## config.mk

```make
export PLATFORM = sky130hd
export DESIGN_NAME = wb_arbiter
export DESIGN_NICKNAME = d
export VERILOG_FILES = /design/src/rtl/wb_arbiter.sv
export SDC_FILE = /design/constraint.sdc
export NUM_CORES = 1
export LEC_CHECK = 0
export ABC_AREA = 0
export BUFFER_PORTS_ARGS = -buffer_cell sky130_fd_sc_hd__buf_2
export CORE_MARGIN = 8
export CORE_UTILIZATION = 35
export CTS_CLUSTER_DIAMETER = 60
export DETAILED_ROUTE_END_ITERATION = 10
export GPL_TIMING_DRIVEN = 0
export SLEW_MARGIN = 20
export SYNTH_ARGS = -nofsm -noshare
export SYNTH_HDL_FRONTEND = slang
export SYNTH_SLANG_ARGS = --single-unit
```

## constraint.sdc

```tcl
create_clock -name clk -period 3.5 [get_ports clk]
set_input_delay 0.35 -clock clk [delete_from_list [all_inputs] [get_ports clk]]
set_output_delay 0.35 -clock clk [all_outputs]
set_load 0.05 [all_outputs]
```

## src/rtl/wb_arbiter.sv

```systemverilog
// rtl/wb_arbiter.sv - writeback arbiter merging ALU and long-latency results into one registered RF write port
// Optional decode-stage forwarding outputs are built when WB_ARBITER_FWD_EN is defined.
module wb_arbiter #(
   parameter int DEPTH = 4,
   parameter int CW    = $clog2(DEPTH) + 1
) (
   input  logic          clk,
   input  logic          rst,
   input  logic          alu_valid,
   input  logic [4:0]    alu_rd,
   input  logic [31:0]   alu_data,
   input  logic          mem_valid,
   output logic          mem_ready,
   input  logic [4:0]    mem_rd,
   input  logic [31:0]   mem_data,
   output logic          rf_wen,
   output logic [4:0]    rf_rd,
   output logic [31:0]   rf_wdata,
   input  logic [4:0]    pend_rs1,
   input  logic [4:0]    pend_rs2,
   output logic          pend_hit,
`ifdef WB_ARBITER_FWD_EN
   output logic          fwd_hit1,
   output logic [31:0]   fwd_data1,
   output logic          fwd_hit2,
   output logic [31:0]   fwd_data2,
`endif
   output logic [CW-1:0] fifo_count
);

   localparam int PW = $clog2(DEPTH);

   logic [PW-1:0] wptr;
   logic [PW-1:0] rptr;
   logic [4:0]    q_rd   [DEPTH];
   logic [31:0]   q_data [DEPTH];

   logic alu_req;
   logic mem_acc;
   logic mem_live;
   logic fifo_empty;
   logic pop;
   logic bypass;
   logic push;

   assign alu_req    = alu_valid && (alu_rd != 5'd0);
   // Ready looks only at the registered count, so a same-cycle pop never frees a full FIFO.
   assign mem_ready  = (fifo_count < CW'(DEPTH));
   assign mem_acc    = mem_valid && mem_ready;
   assign mem_live   = mem_acc && (mem_rd != 5'd0);
   assign fifo_empty = (fifo_count == '0);
   assign pop        = !alu_req && !fifo_empty;
   assign bypass     = !alu_req && fifo_empty && mem_live;
   assign push       = mem_live && !bypass;

   always_ff @(posedge clk) begin
      if (rst) begin
         rf_wen     <= 1'b0;
         rf_rd      <= 5'd0;
         rf_wdata   <= 32'd0;
         wptr       <= '0;
         rptr       <= '0;
         fifo_count <= '0;
      end else begin
         if (alu_req) begin
            rf_wen   <= 1'b1;
            rf_rd    <= alu_rd;
            rf_wdata <= alu_data;
         end else if (pop) begin
            rf_wen   <= 1'b1;
            rf_rd    <= q_rd[rptr];
            rf_wdata <= q_data[rptr];
         end else if (bypass) begin
            rf_wen   <= 1'b1;
            rf_rd    <= mem_rd;
            rf_wdata <= mem_data;
         end else begin
            rf_wen   <= 1'b0;
         end
         if (push) wptr <= wptr + PW'(1);
         if (pop)  rptr <= rptr + PW'(1);
         fifo_count <= fifo_count + CW'(push) - CW'(pop);
      end
   end

   // Storage needs no reset: entries are only visible through the count.
   always_ff @(posedge clk) begin
      if (push) begin
         q_rd[wptr]   <= mem_rd;
         q_data[wptr] <= mem_data;
      end
   end

   logic [PW-1:0] offs;

   always_comb begin
      pend_hit = 1'b0;
      offs     = '0;
      for (int i = 0; i < DEPTH; i++) begin
         offs = PW'(i) - rptr;
         if ((CW'(offs) < fifo_count) && (q_rd[i] != 5'd0) &&
             ((q_rd[i] == pend_rs1) || (q_rd[i] == pend_rs2)))
            pend_hit = 1'b1;
      end
   end

`ifdef WB_ARBITER_FWD_EN
   assign fwd_hit1  = rf_wen && (rf_rd != 5'd0) && (rf_rd == pend_rs1);
   assign fwd_hit2  = rf_wen && (rf_rd != 5'd0) && (rf_rd == pend_rs2);
   assign fwd_data1 = rf_wdata;
   assign fwd_data2 = rf_wdata;
`endif

endmodule

```

=== After elaboration in Yosys (flattened, before gate mapping) ===
Memories as Yosys holds them, arrays and structs flattened. A register that Yosys moved wholly into a read port is not among the register bits.
Index checks and enable logic that the tools add are counted.
W data, S select, Z words.

* Add/subtract/negate cells: 8
* Order comparisons: 5
* Eq/ne operators: 8
* Muxes and demuxes: 19
* Reduce and logical (&&, ||, !) cells: 30

{| class="wikitable"
|+ Operator list
! cell !! number
|-
| $mux W32 || 3
|-
| $eq A5 B5 Y1 || 8
|-
| $reduce_bool A5 Y1 || 6
|-
| $logic_and A1 B1 Y1 || 15
|-
| $mux W5 || 3
|-
| $lt A2 B3 Y1 || 4
|-
| $mux W1 || 9
|-
| $mux W2 || 4
|-
| $add A2 B1 Y2 const B || 2
|-
| $logic_or A1 B1 Y1 || 4
|-
| $sub A1 B2 Y2 const A || 2
|-
| $sub A2 B2 Y2 const A || 2
|-
| $add A3 B1 Y3 || 1
|-
| $logic_not A1 Y1 || 3
|-
| $logic_not A3 Y1 || 1
|-
| $lt A3 B3 Y1 const B || 1
|-
| $reduce_bool A3 Y1 || 1
|-
| $sub A3 B1 Y3 || 1
|}

* Flip-flop bits (word level): 45
* Bits in writable memories: 148
* Input port bits: 88
* Output and inout bits: 43
* Logic and storage cells: 78
* Memories kept: 2

{| class="wikitable"
|+ Memory list
! name !! words !! bits a word !! read ports !! clocked after Yosys merged registers in !! write ports !! line !! RTL
|-
| q_data || 4 || 32 || 1 || 1 || 1 || 36 || <nowiki>logic [31:0] q_data [DEPTH];</nowiki>
|-
| q_rd || 4 || 5 || 5 || 1 || 1 || 35 || <nowiki>logic [4:0] q_rd [DEPTH];</nowiki>
|}

=== Longest topological paths before layout ===
Gate-level depths: netlist (run 1).

* Depth after elaboration: 9
* Gate-level depth with buffers: 12
* Gate-level depth less buffers: 12

=== Worst setup path before layout (run 1) ===
No wires, ideal clock.

* Path type: register to register
* Start: reg fifo_count[2]
* End: reg fifo_count[2]
* Setup time: 0.128 ns
* Arrival time: 2.821 ns
* Data required time: 3.372 ns
* Path slack: 0.551 ns
* Stages on the path, launching flop included: 13
* Buffers on the path: 0
* Period minus slack after synthesis: 2.949 ns
* Cells stage by stage: dfxtp_1 > inv_1 > o211ai_4 > a21oi_1 > inv_1 > ha_1 > inv_1 > ha_1 > inv_1 > fa_1 > xnor2_1 > xnor2_1 > nor2_1

* Word-level cells in the longest chain between the ends: 8
* Elaborated cells on any way between the ends: 12
* Those cells by class: add/sub: 2; order compare: 1; reduce/logical: 9

{| class="wikitable"
|+ RTL lines
! what !! line !! RTL
|-
| start, declared || 28 || <nowiki>output logic [CW-1:0] fifo_count</nowiki>
|-
| start signal, assigned || 82 || <nowiki>fifo_count <= fifo_count + CW'(push) - CW'(pop);</nowiki>
|-
| $lt A3 B3 Y1 (*) || 48 || <nowiki>assign mem_ready = (fifo_count < CW'(DEPTH));</nowiki>
|-
| named net mem_ready || 13 || <nowiki>output logic mem_ready,</nowiki>
|-
| $logic_and A1 B1 Y1 (*) || 49 || <nowiki>assign mem_acc = mem_valid && mem_ready;</nowiki>
|-
| $logic_and A1 B1 Y1 (*) || 50 || <nowiki>assign mem_live = mem_acc && (mem_rd != 5'd0);</nowiki>
|-
| $logic_and A1 B1 Y1 || 53 || <nowiki>assign bypass = !alu_req && fifo_empty && mem_live;</nowiki>
|-
| $logic_not A1 Y1 || 54 || <nowiki>assign push = mem_live && !bypass;</nowiki>
|-
| $logic_and A1 B1 Y1 (*) || 54 ||
|-
| $add A3 B1 Y3 (*) || 82 ||
|-
| $sub A3 B1 Y3 (*) || 82 ||
|}

The timed path passes the listed nets; every way through them passes the cells marked *.
A chain may end at the register's enable or synchronous reset.

=== Worst setup path after layout (run 1) ===
* Start: reg rptr[0]
* End: out pend_hit

* Word-level cells in the longest chain between the ends: 8
* Elaborated cells on any way between the ends: 20
* Those cells by class: add/sub: 4; order compare: 4; mux: 4; reduce/logical: 8

{| class="wikitable"
|+ RTL lines
! what !! line !! RTL
|-
| start, declared || 34 || <nowiki>logic [PW-1:0] rptr;</nowiki>
|-
| start signal, assigned || 81 || <nowiki>if (pop) rptr <= rptr + PW'(1);</nowiki>
|-
| $sub A1 B2 Y2 || 100 || <nowiki>offs = PW'(i) - rptr;</nowiki>
|-
| $lt A2 B3 Y1 || 101 || <nowiki>if ((CW'(offs) < fifo_count) && (q_rd[i] != 5'd0) &&</nowiki>
|-
| $logic_and A1 B1 Y1 (2 in a row) || 101 ||
|-
| $mux W1 (3 in a row) || 101 ||
|-
| $mux W1 (*) || 101 ||
|-
| end, declared || 21 || <nowiki>output logic pend_hit,</nowiki>
|}

Mark *: on every way between the ends. The rest lies on a longest branch, timed or not.

==> impl_metrics.py, run 1 <==
metrics = {
    "worst_setup_path": {
        "cp-start-kind": "flop",
        "r2r_cells": 12,
        "path_max_fanout": 6,
        "r2r_setup_slack_ns": 0.66,
        "endpoint_kind": "output port",
        "crit_type": "flop to output port",
        "critical_path_required_ns": 3.15,
        "crit_arrival_ns": 2.49,
    },
    "clocking": {
        "cts_tree": "yes",
        "cts_resized": 0,
        "cts_buffers": 17,
        "cts-root-buf": "clkbuf_16",
        "clockBufferDepth": 2,
        "clk_pin_slew_ns": 0.07,
        "clk_latency_ns": 0.43,
        "cts_sinks": 195,
        "cts_setup_buffers": 0,
        "cts-hold-fix-buffers": 0,
        "h-tree-depth": 4,
    },
    "power": {
        "power_frac_seq_pct": 40.6,
        "p_sw_share_pct": 36.25,
        "power_frac_comb_pct": 34.5,
        "p_per_area_nw_per_um2": 741.0,
        "p_clk_share_pct": 24.9,
        "power.switching_mw": 2.696,
        "p_int_mw": 4.743,
        "p_leak_nw": 3.596,
        "total_power_mw": 7.439,
        "ir_drop_v": 0.0004234,
    },
    "place": {
        "routabilityCongestion": 0.8063,
        "post-dp-hpwl_mm": 14.91,
        "place_ws_ns": 0.5174,
        "io_buffers": 127,
    },
    "synth": {
        "yosysTopAreaCellShare_pct": 52.89,
        "synth.ff_latch_count": 195,
        "synth_ff_type": "edfxtp_1",
        "netlist_top_cells_area": "edfxtp_1, dfxtp_1, mux4_2",
        "synth_top_cell_by_area": "edfxtp_1",
        "syn_inst": 581,
        "synth_area_um2": 8403,
        "syn_avg_cell_area_um2": 14.46,
        "synth.most_common_cell": "edfxtp_1",
        "synth.cells.most_frequent": "edfxtp_1, nand2_1, dfxtp_1",
        "syn_nets": 680,
        "yosys_warnings": 0,
        "synth.yosys.seq_area_share_pct": 64.09,
        "synth-edff-count": 148,
        "yosysUniqueCellTypes": 38,
        "postSynth.asyncResetShare_pct": 0,
    },
    "detailed_routing": {
        "dr.pass1.iters": 4,
        "via_count": 5315,
        "wl_per_cell_um": 20.45,
        "postRouteAntennaNets": 0,
        "wirelength_mm": 21.70,
        "remaining_drc_errors": 0,
        "vias_per_cell": 5.009,
        "drtIter0Drc": 318,
    },
    "global_routing": {
        "overflow": 0,
        "grt_max_degree": 38,
        "grt_use_total_pct": 15.04,
        "grt_antenna_before_repair": 4,
        "grt_pass1_vias": 5621,
        "grt_pass1_wl_mm": 32.80,
    },
    "final_layout": {
        "drive_above_1_share_pct": 30.86,
        "diodes": 0,
        "syn_to_final_growth_pct": 19.48,
        "fill_cells": 2252,
        "final_util_pct": 42.64,
        "nNetsFinal": 828,
    },
    "floorplan": {
        "die_w_um": 170.9,
        "rows": 56,
        "core_um2": 23540,
        "io_pins": 131,
        "initial_core_util_pct": 35.69,
        "dieArea_um2": 29220,
        "die_h_um": 170.9,
    },
    "sta": {
        "rsz0062_at_grt": "no",
        "fin_ws_ns": 0.6609,
        "slew_viol_final": 0,
        "setup_tns_ns": 0,
        "fin_crit_ns": 2.839,
        "worst_pin_slew_ns": 0.7878,
        "fin_worst_skew_ns": 0.01495,
        "setup_viol": 0,
        "max-slew-margin-rel_pct": 47.48,
        "timing.fmax_mhz": 352.2,
        "period_share_pct": 81.12,
        "hold_viol_final": 0,
    },
    "run_status": {
        "status": "finished, final reports clean",
    },
    "worst_hold_path": {
        "min_path_cells": 1,
        "hold_class": "primary input to flop",
    },
    "job": {
        "max-cap-violations": 0,
    },
}
worst paths after layout:
check	startpoint	end
min	mem_data[16]	q_data[0][16]
min reg2reg	rf_wdata[23]	rf_wdata[23]
max reg2reg	fifo_count[2]	fifo_count[2]
max	rptr[0]	pend_hit
stage by stage:
stage | hold WS, ns | cell area [um^2] | std cells
after detailed placement | 0.4414 | 9485 | 1029
after global placement | 0.4411 | 9438 | 1027
after floorplan | 0.4216 | 8403 | 581
final | 0.1425 | 10040 | 1061
after global routing | 0.1347 | 10040 | 1061
after CTS | 0.1268 | 10040 | 1061
registers in the layout, summed over array words and instances (netlist names), named ones only:
name	flops
q_rd	20
wptr	2
rf_wdata	32
fifo_count	3
rf_rd	5
q_data	128
rf_wen	1
rptr	2
logic make-up after synthesis:
group	after synthesis	share of synthesized area (%)
buffers and inverters	47	3.112
DFF	195	64.09
adders and majority gates	11	1.727
xor gates and xnor gates	46	4.794
muxes	38	10.04
and+or+nand+nor	151	8.577
AOI/OAI and AO/OA	93	7.668
cells in the final DEF (no fill, tap or decap), types with 10 or more instances in the layout:
cell type / count
clkbuf_1: 15
o21ai_0: 37
nand2_1: 71
o2bb2ai_1: 34
dfxtp_1: 47
xor2_1: 24
ha_1: 10
buf_2: 140
clkbuf_16: 17
inv_1: 10
nor2_1: 10
nand3_1: 43
mux4_2: 37
xnor2_1: 22
edfxtp_1: 148
routing by layer:
layer,vias up,global-route usage [%],part of all wire [%]
met5,-,0,0.18
met1,2658,19.35,45
li1,2496,-,-
met2,121,25.00,49
met3,32,3.503,4.9
met4,8,4.423,1.6
power groups by stage:
stage          Sequential (mW)  Clock (mW)  Combinational [mW]
2_1_floorplan             3.53           0                1.38
3_3_place_gp              3.08           0                2.58
3_5_place_dp              3.07           0                2.61
4_1_cts                   3.02        1.87                2.62
5_1_grt                   3.06        1.96                2.80
6_report                  3.02        1.85                2.57
layout make-up:
| type | count | area (um^2) | share of cell area (%) |
|---|---|---|---|
| Tap cell | 319 | 399.1 | 3.976 |
| Buffer | 37 | 224.0 | 2.231 |
| Sequential cell | 195 | 5385 | 53.64 |
| Inverter | 10 | 37.54 | 0.3739 |
| Clock buffer | 21 | 450.4 | 4.487 |
| Clock inverter | 11 | 103.9 | 1.034 |
| Timing Repair Buffer | 129 | 675.6 | 6.730 |
| Multi-Input combinational cell | 339 | 2764 | 27.53 |
critical path, stage by stage (launching register included):
cell and delay, ns:
dfxtp_1 0.31, clkbuf_1 0.25, xnor2_1 0.18, inv_1 0.06, ha_1 0.27, a21oi_1 0.07
o22ai_1 0.12, a21oi_1 0.06, or4_1 0.51, buf_2 0.23
No activity file was read; power rests on OpenSTA's default activity.
==> inputs of run 2 (changes only) <==
--- a/config.mk
+++ b/config.mk
@@ -5,7 +5,7 @@
 export SDC_FILE = /design/constraint.sdc
 export NUM_CORES = 1
 export LEC_CHECK = 0
-export ABC_AREA = 0
+export ABC_AREA = 1
 export BUFFER_PORTS_ARGS = -buffer_cell sky130_fd_sc_hd__buf_2
 export CORE_MARGIN = 8
 export CORE_UTILIZATION = 35
==> constraint.sdc (replaced) <==
create_clock -name clk -period 2.35 [get_ports clk]
set_input_delay 0.235 -clock clk [delete_from_list [all_inputs] [get_ports clk]]
set_output_delay 0.235 -clock clk [all_outputs]
set_load 0.05 [all_outputs]
==> run 2 against run 1 <==
Net effect:
- clock-buffer cell count down 4
- die area up 8.1%
- highest routed layer unchanged
- global-route usage up 2.6 points
- utilization up 0.77 points
- via count up 45%
- critical path depth up 1
- wire length up 28%
- combinational power up 110%
- final cell count up 48%
- register-to-register slack worse by 0.53 ns
==> impl_metrics.py, run 2 <==
metrics = {
    "synth": {
        "syn_nets": 1164,
        "yosysUniqueCellTypes": 30,
        "synth_area_um2": 9156,
        "synth-edff-count": 148,
        "synth.most_common_cell": "nand2_1",
        "synth.ff_latch_count": 195,
        "synth.yosys.seq_area_share_pct": 58.81,
        "synth.cells.most_frequent": "nand2_1, nor2_1, edfxtp_1",
        "syn_avg_cell_area_um2": 8.597,
        "netlist_top_cells_area": "edfxtp_1, nand2_1, dfxtp_1",
        "yosysTopAreaCellShare_pct": 48.54,
        "synth_top_cell_by_area": "edfxtp_1",
        "yosys_warnings": 0,
        "postSynth.asyncResetShare_pct": 0,
        "synth_ff_type": "edfxtp_1",
        "syn_inst": 1065,
    },
    "final_layout": {
        "layout_common_cells": "nand2_1, nor2_1, edfxtp_1, buf_2, inv_1",
        "drive_above_1_share_pct": 17.74,
        "final_common_cell": "nand2_1",
        "reg.largest.list": "q_data (128), rf_wdata (32), q_rd (20)",
        "syn_to_final_growth_pct": 22.85,
        "nNetsFinal": 1326,
        "fin_cells": 1575,
        "largest_reg_flops": 128,
        "final_util_pct": 43.41,
        "diodes": 0,
        "regMostFlops": "q_data",
        "fill_cells": 2560,
        "design_area_um2": 11250,
    },
    "detailed_routing": {
        "wl_per_cell_um": 17.59,
        "top_layer": "met5",
        "via_count": 7687,
        "postRouteAntennaNets": 0,
        "drtIter0Drc": 618,
        "wl_met3_mm": 2.105,
        "wl_met1_mm": 11.91,
        "dr.pass1.iters": 6,
        "wl_met2_mm": 12.94,
        "remaining_drc_errors": 0,
        "vias_per_cell": 4.881,
        "wirelength_mm": 27.71,
    },
    "worst_hold_path": {
        "hold_class": "primary input to flop",
        "min_path_cells": 1,
        "worstHoldStart": "mem_data[28]",
        "holdPathEnd": "q_data[3][28]",
    },
    "sta": {
        "timing.fmax_mhz": 451.6,
        "worst_pin_slew_ns": 0.6994,
        "setup_viol": 0,
        "fin_ws_ns": 0.1356,
        "fin_crit_ns": 2.214,
        "max-slew-margin-rel_pct": 53.37,
        "fin_worst_skew_ns": 0.01070,
        "hold_viol_final": 0,
        "period_share_pct": 94.23,
        "slew_viol_final": 0,
        "rsz0062_at_grt": "yes",
    },
    "job": {
        "max-cap-violations": 0,
    },
    "worst_setup_path": {
        "r2r_end": "rf_wdata[15]",
        "rr_startpoint": "fifo_count[2]",
        "cp-startpoint": "fifo_count[2]",
        "crit_arrival_ns": 2.58,
        "r2r_setup_slack_ns": 0.14,
        "cp-start-kind": "flop",
        "path_max_fanout": 10,
        "r2r_cells": 10,
        "crit_type": "flop to flop",
        "critical_path_required_ns": 2.72,
        "endpoint_kind": "flop",
    },
    "floorplan": {
        "io_pins": 131,
        "die_w_um": 177.7,
        "initial_core_util_pct": 35.34,
        "rows": 59,
        "dieArea_um2": 31590,
        "core_um2": 25910,
        "die_h_um": 177.7,
    },
    "global_routing": {
        "grt_pass1_vias": 7633,
        "grt_pass1_wl_mm": 42.35,
        "overflow": 0,
        "grt_antenna_before_repair": 2,
        "grt_max_degree": 23,
        "grt_use_total_pct": 17.64,
    },
    "clocking": {
        "h-tree-depth": 4,
        "cts-root-buf": "clkbuf_16",
        "clk_latency_ns": 0.44,
        "cts_tree": "yes",
        "cts_sinks": 195,
        "clk_pin_slew_ns": 0.07,
        "clockBufferDepth": 2,
        "cts_buffers": 17,
    },
    "power": {
        "p_leak_nw": 4.920,
        "p_sw_share_pct": 40.89,
        "power_frac_seq_pct": 34.7,
        "ir_drop_v": 0.0006318,
        "total_power_mw": 13.17,
        "p_int_mw": 7.787,
        "power.switching_mw": 5.387,
        "p_clk_share_pct": 24.5,
        "power_frac_comb_pct": 40.9,
        "p_per_area_nw_per_um2": 1171,
    },
    "place": {
        "io_buffers": 129,
        "dpl_cell_area_um2": 10470,
        "post-dp-hpwl_mm": 19.47,
        "place_ws_ns": -0.3509,
        "place_inst": 1536,
        "routabilityCongestion": 0.9512,
    },
    "run_status": {
        "status": "finished, final reports clean",
    },
}
run 2: cell count changes after synthesis, moves of 13 or more:
cell | previous run | this run
mux4_2 | 37 | 0
o2bb2ai_1 | 34 | 0
nand2_1 | 71 | 328
nor2_1 | 10 | 189
o22ai_1 | 3 | 25
inv_1 | 10 | 93
xor2_1 | 24 | 5
clkbuf_1 | 12 | 28
xnor2_1 | 22 | 9
o21ai_0 | 37 | 75
run 2: logic make-up after synthesis:
| group | count (synthesis) | synth area share [%] |
|---|---|---|
| AO/OA/AOI/OAI | 121 | 7.174 |
| XOR/XNOR | 14 | 1.339 |
| adder cells (fa/ha/maj) | 11 | 1.585 |
| buffers and inverters | 147 | 6.272 |
| flip-flops | 195 | 58.81 |
| AND/OR/NAND/NOR | 577 | 24.82 |
run 2: metal layers:
layer | track usage (%) | up-vias
li1 | - | 3771
met1 | 22.10 | 3545
met2 | 29.02 | 312
met3 | 4.191 | 55
met4 | 6.808 | 4
met5 | 0 | -
run 2: area by class of cell:
cell class                 instances  area (um^2)  share of cell area, %
clock inverter                    15        229.0                  2.036
multi-input combinational        723         3298                  29.32
inverter                          97        370.4                  3.293
tap                              335        419.2                  3.726
clock buffer                      17        425.4                  3.782
sequential                       195         5401                  48.02
buffer                            49        214.0                  1.902
timing repair buffer             144        890.9                  7.920
run 2: power groups by stage:
stage                     Sequential [mW]  Clock (mW)  Combinational, mW
after floorplan                      5.39           0               2.73
after global placement               4.62           0               5.01
after detailed placement             4.63           0               5.15
after CTS                            4.56        3.26               5.25
after global routing                 4.63        3.39               5.93
final                                4.57        3.22               5.38
run 2: worst max path at each step:
stage | end | slack [ns] | depth (start not counted)
final | rf_wdata[15] | 0.14 | 10
after CTS | fifo_count[2] | 0.008 | 13
after global routing | fifo_count[2] | -0.02 | 13
after detailed placement | fifo_count[2] | -0.35 | 14
after floorplan | fifo_count[2] | 0.0009 | 13
after global placement | fifo_count[2] | -0.35 | 14
run 2: metrics by stage:
step | TNS (ns) | hold slack [ns]
floorplan | 0 | 0.2943
global placement | -34.96 | 0.4284
detailed placement | -0.6588 | 0.4312
CTS | 0 | 0.01763
global route | -0.01645 | 0.02320
finish | 0 | 0.03366
run 2: worst max-delay path: stages, from the launching register on:
cell      delay, ns
dfxtp_4        0.34
buf_6          0.13
nor3_4         0.26
buf_6          0.16
buf_4          0.10
buf_4          0.15
nand3_2        0.29
clkbuf_1       0.36
nand2_1        0.21
nor2_1         0.06
nor2_1         0.08
run 2: timing repair:
item                                    in CTS  in global routing
endpoints found under the setup margin       3                  3
pin swaps                                    1                  3
buffers inserted                             2                  5
hold buffers                                 1                  0
gates resized for setup                      4                 18
hold endpoints to repair                     2                  0
